### src/rtl/temporal_lte_array.sv
// rtl/temporal_lte_array.sv - multi-channel gamma-cycle race-logic a<=b (or a<b) comparator
//
// Each channel watches the first arrival (first sampled high) of a[i] and b[i]
// inside a gamma cycle. If a wins (or ties with STRICT=0) the channel emits a
// PULSE_WIDTH-cycle pulse on q[i]; if b wins it raises the sticky inhibited[i].
// A free-running gamma counter returns every channel to IDLE on the last cycle
// of each gamma cycle, so no per-cycle external reset is needed.
//
// Optional build macro: TEMPORAL_LTE_TIMESTAMP_EN adds ts/ts_valid capture.
//
// Ports:
//   aclk        clock, rising edge
//   grst        synchronous active-high reset
//   a, b        per-channel race inputs
//   q           per-channel comparison pulse
//   inhibited   per-channel flag: b won this gamma cycle
//   gamma_start high while gcnt == 0
//   gamma_end   high while gcnt == GAMMA_CYCLE_LEN-1
//   ts          (macro only) per-channel gcnt of the firing sample, GW bits each
//   ts_valid    (macro only) per-channel ts-captured flag
module temporal_lte_array #(
    parameter int NUM_CH          = 8,
    parameter int PULSE_WIDTH     = 8,
    parameter int GAMMA_CYCLE_LEN = 16,
    parameter int STRICT          = 0
) (
    input  logic                      aclk,
    input  logic                      grst,
    input  logic [NUM_CH-1:0]         a,
    input  logic [NUM_CH-1:0]         b,
    output logic [NUM_CH-1:0]         q,
    output logic [NUM_CH-1:0]         inhibited,
    output logic                      gamma_start,
    output logic                      gamma_end
`ifdef TEMPORAL_LTE_TIMESTAMP_EN
    ,
    output logic [NUM_CH*$clog2(GAMMA_CYCLE_LEN)-1:0] ts,
    output logic [NUM_CH-1:0]         ts_valid
`endif
);

    localparam int GW  = $clog2(GAMMA_CYCLE_LEN);
    localparam int PCW = $clog2(PULSE_WIDTH + 1);
    localparam logic [GW-1:0]  G_LAST = GW'(GAMMA_CYCLE_LEN - 1);
    localparam logic [PCW-1:0] P_MAX  = PCW'(PULSE_WIDTH);

    typedef enum logic [1:0] {
        S_IDLE    = 2'd0,
        S_PULSE   = 2'd1,
        S_DONE    = 2'd2,
        S_INHIBIT = 2'd3
    } state_t;

    logic [GW-1:0] r_gcnt;

    always_ff @(posedge aclk) begin
        if (grst) begin
            r_gcnt <= '0;
        end else if (r_gcnt == G_LAST) begin
            r_gcnt <= '0;
        end else begin
            r_gcnt <= r_gcnt + GW'(1);
        end
    end

    assign gamma_start = (r_gcnt == '0);
    assign gamma_end   = (r_gcnt == G_LAST);

    for (genvar i = 0; i < NUM_CH; i++) begin : g_ch
        state_t         r_state;
        state_t         w_state_nxt;
        logic [PCW-1:0] r_pcnt;
        logic [PCW-1:0] w_pcnt_nxt;
        logic           w_fire;

        always_comb begin
            w_state_nxt = r_state;
            w_pcnt_nxt  = r_pcnt;
            w_fire      = 1'b0;
            if (gamma_end) begin
                // Boundary wins over everything: truncates pulses and drops
                // whatever was sampled on this edge.
                w_state_nxt = S_IDLE;
                w_pcnt_nxt  = '0;
            end else begin
                case (r_state)
                    S_IDLE: begin
                        if (a[i] && !(b[i] && (STRICT != 0))) begin
                            w_state_nxt = S_PULSE;
                            w_pcnt_nxt  = PCW'(1);
                            w_fire      = 1'b1;
                        end else if (b[i]) begin
                            w_state_nxt = S_INHIBIT;
                        end
                    end
                    S_PULSE: begin
                        // pcnt counts the pulse cycle currently being shown.
                        if (r_pcnt >= P_MAX) begin
                            w_state_nxt = S_DONE;
                        end else begin
                            w_pcnt_nxt = r_pcnt + PCW'(1);
                        end
                    end
                    default: begin
                        w_state_nxt = r_state;
                    end
                endcase
            end
        end

        always_ff @(posedge aclk) begin
            if (grst) begin
                r_state <= S_IDLE;
                r_pcnt  <= '0;
            end else begin
                r_state <= w_state_nxt;
                r_pcnt  <= w_pcnt_nxt;
            end
        end

        assign q[i]         = (r_state == S_PULSE);
        assign inhibited[i] = (r_state == S_INHIBIT);

`ifdef TEMPORAL_LTE_TIMESTAMP_EN
        logic [GW-1:0] r_ts;
        logic          r_ts_valid;

        always_ff @(posedge aclk) begin
            if (grst || gamma_end) begin
                r_ts       <= '0;
                r_ts_valid <= 1'b0;
            end else if (w_fire) begin
                r_ts       <= r_gcnt;
                r_ts_valid <= 1'b1;
            end
        end

        assign ts[i*GW +: GW] = r_ts;
        assign ts_valid[i]    = r_ts_valid;
`endif
    end

endmodule

### config.mk
export PLATFORM = sky130hd
export DESIGN_NAME = temporal_lte_array
export DESIGN_NICKNAME = d
export VERILOG_FILES = /design/src/rtl/temporal_lte_array.sv
export SDC_FILE = /design/constraint.sdc
export NUM_CORES = 1
export LEC_CHECK = 0
export ABC_AREA = 1
export ABC_CLOCK_PERIOD_IN_PS = 1740
export CAP_MARGIN = 0
export CORE_MARGIN = 5
export CORE_UTILIZATION = 40
export CTS_BUF_LIST = sky130_fd_sc_hd__clkbuf_4
export DETAILED_ROUTE_END_ITERATION = 6
export PLACE_DENSITY = 0.65
export RECOVER_POWER = 50
export SLEW_MARGIN = 25
export SYNTH_ARGS = -nofsm -noshare
export SYNTH_HDL_FRONTEND = slang
export SYNTH_SLANG_ARGS = --single-unit
export TNS_END_PERCENT = 20
### constraint.sdc
create_clock -name aclk -period 1.74 [get_ports aclk]
set_clock_uncertainty 0.15 [all_clocks]
set_input_delay 0.522 -clock aclk [delete_from_list [all_inputs] [get_ports aclk]]
set_output_delay 0.522 -clock aclk [all_outputs]
set_load 0.005 [all_outputs]
==> metrics <==
Critical Path RT around 1100 ps; TritonRoute pass-1 iters 4; Total GRT Usage 0.133; n_diodes 0; sequential power share 0.494; Max-Cap Viols 0; max incr delay on CP 380 ps; average size of a mapped cell 6.85 um2; flop2flop setup slack -40 ps; H-tree levels 2; CP Capture Type output port; Via Count approximately 2600; Power Density about 740 nW/um2; Final #Nets 527; FMAX 522 MHz; number of global-route vias before repair roughly 2400; buffers and inverters on the worst path 3; chip height 94.0 um; global-route wire length before repair 9870 um; CTS Sinks 52; critical path cell sequence buf_6 > inv_4 > ha_4 > nand2_2 > nor2_1 > buf_2; Synth top area share 0.369; initial core utilization 0.413; cts bufs inserted 5; Pint 1.92 mW; critical path class reg -> out; Post-synth ARST share 0; Comb power frac 0.251; I/O Pins 36; fillers 682; detail-routed via count per cell 4.35; num rows 30; Die W 94.0 um; ys flop type dfxtp_1; setup TNS -461 ps; EDFF count, synth 0; Clock Latency Late Sink around 360 ps; status complete, but fails checks; DP HPWL 4160 um; Die ar. about 9000 um2; Placer Congestion 0.786; largest net degree at the start of global routing 16; # hold bufs at CTS 0; min Tclk post-route roughly 1900 ps; slack of the critical path -175 ps; TritonCTS clock tree built; DR WL/cell 9.41 um; Hold Fails Final Rpt 0; area delta synth->final 30.2%; Placed Cells 563; Clock power frac 0.255; relative slew slack 0.836; initial antenna violation count 0; Yosys Warn Count 0; Seq/Total Area, Yosys 0.369; mapped cell area 2820 um2; number of routed nets with antenna violations 0; DRC Markers 0; WP data arrival about 1200 ps; synthesis-stage register bit count 52; grt total ovfl 0; final std cells w/o fill 588; Critical-path top delay cell dfxtp_2; utilization after layout 0.538; Synth area leader dfxtp_1; Iter 0 DRT Violations 77; Worst Path Max Fanout 2; clock transition at the registers of the reported paths 150 ps; violated checks setup timing; Max Buffers Root-to-Sink 2; count leader, synth nand2_1; Max Slew Vio Count 0; peak supply drop between 0.0003 and 0.0004 V; Switch Pwr 0.805 mW; Core Area 6830 um2; period utilisation layout 1.10; sw frac 0.295; Final Setup Violations 9; Critical Path Start Type flop; IO Port Bufs 35; fraction of layout cells with a size suffix above 1 0.256; final wirelength around 5500 um; Hold Crit Class reg -> reg; library cells used by synthesis 19; Post-synth top cells nand2_1, inv_1, dfxtp_1; RSZ-0062 raised after global routing yes; Mapped Nets between 400 and 500; P_leak 1.79 nW; Top delay family on crit path flip-flops; CTS Root Buffer Type clkbuf_4; Syn Inst Count 412; slew of the pin with the lowest slew margin 245 ps; largest cells by area after synthesis dfxtp_1, nand2_1, inv_1, ha_1, nor2_1
through the flow:
step	setup WS (ps)	power [mW]	hold slack (ps)	area, um2
2_1_floorplan	345	1.73	280	2820
3_3_place_gp	-76.6	1.99	299	3490
3_5_place_dp	-82.8	2.00	304	3490
4_1_cts	-247	2.74	324	3700
5_1_grt	-257	2.89	335	3680
6_report	-175	2.73	323	3680
area by class of cell:
class / instances / area, um2 / area share
timing repair buffer: 76 / 627 / 0.170
clock buffer: 6 / 45.0 / 0.0122
multi-input combinational: 261 / 1410 / 0.384
clock inverter: 2 / 35.0 / 0.00953
inverter: 95 / 372 / 0.101
tap: 96 / 120 / 0.0327
sequential: 52 / 1070 / 0.290
path summary, 6_finish.rpt:
check        depth (start not counted)                      startpoint                               to
min                                  2  g_ch[1].r_pcnt[3]$_SDFFE_PP0P_   g_ch[1].r_pcnt[3]$_SDFFE_PP0P_
max reg2reg                          9            r_gcnt[0]$_SDFF_PP0_  g_ch[6].r_state[1]$_SDFFE_PP0P_
max                                  6            r_gcnt[0]$_SDFF_PP0_                      gamma_start
min reg2reg                          2  g_ch[1].r_pcnt[3]$_SDFFE_PP0P_   g_ch[1].r_pcnt[3]$_SDFFE_PP0P_
flip-flops by register name, summed over array words and instances (netlist names):
signal,flops
g_ch.r_state,16
g_ch.r_pcnt,32
r_gcnt,4
power by group through the flow:
stage          clock, mW  sequential [mW]  combinational (mW)
3_3_place_gp           0             1.38               0.609
4_1_cts            0.716             1.35               0.683
3_5_place_dp           0             1.38               0.619
2_1_floorplan          0             1.37               0.369
5_1_grt            0.759             1.36               0.774
6_report           0.695             1.35               0.684
worst register-to-register path, stage by stage, from the launching register on:
cell,delay [ps]
dfxtp_2,380
buf_6,100
ha_4,130
nand3_4,80
clkbuf_4,140
nand2_1,160
clkbuf_4,310
nor2_1,100
o21ai_0,80
inv_1,60
kinds of logic after synthesis:
logic type | Yosys count | share of synthesized area
compound gates | 50 | 0.105
xor+xnor | 1 | 0.00310
fa+ha+maj | 18 | 0.0798
buf+inv | 99 | 0.141
flops | 52 | 0.369
simple gates | 192 | 0.303
repair_timing:
item / CTS / global route
buffers inserted: 15 / 2
endpoints found under the hold margin: 0 / 0
setup endpoints to repair: 18 / 18
cloned: 0 / 0
pin swaps: 5 / 4
resized for setup: 87 / 21
routing by layer:
layer,share of wire,up-vias,global-route usage
li1,-,1398,-
met1,0.47,1113,0.161
met2,0.49,36,0.239
met3,0.034,8,0.0280
met4,0.011,0,0.0337
met5,0,-,0
cell usage in the layout (no fill, tap or decap):
cell,instances
nor3_1,8
clkbuf_4,8
buf_2,8
buf_6,6
a21oi_1,25
buf_4,30
inv_1,85
buf_12,3
nand2_2,1
xnor2_1,1
dfxtp_2,17
inv_2,4
clkbuf_1,1
nor2_1,44
dfxtp_4,1
bufinv_16,1
nand3_4,1
o21ai_0,11
o21ai_1,2
nor2_4,8
o21ai_2,12
or2_2,8
clkinv_2,1
clkbuf_2,9
ha_4,2
nand2_1,97
ha_1,16
dfxtp_1,34
nand3_1,25
clkdlybuf4s50_1,17
inv_4,6
Note: power is estimated with default switching activity, not from simulation.
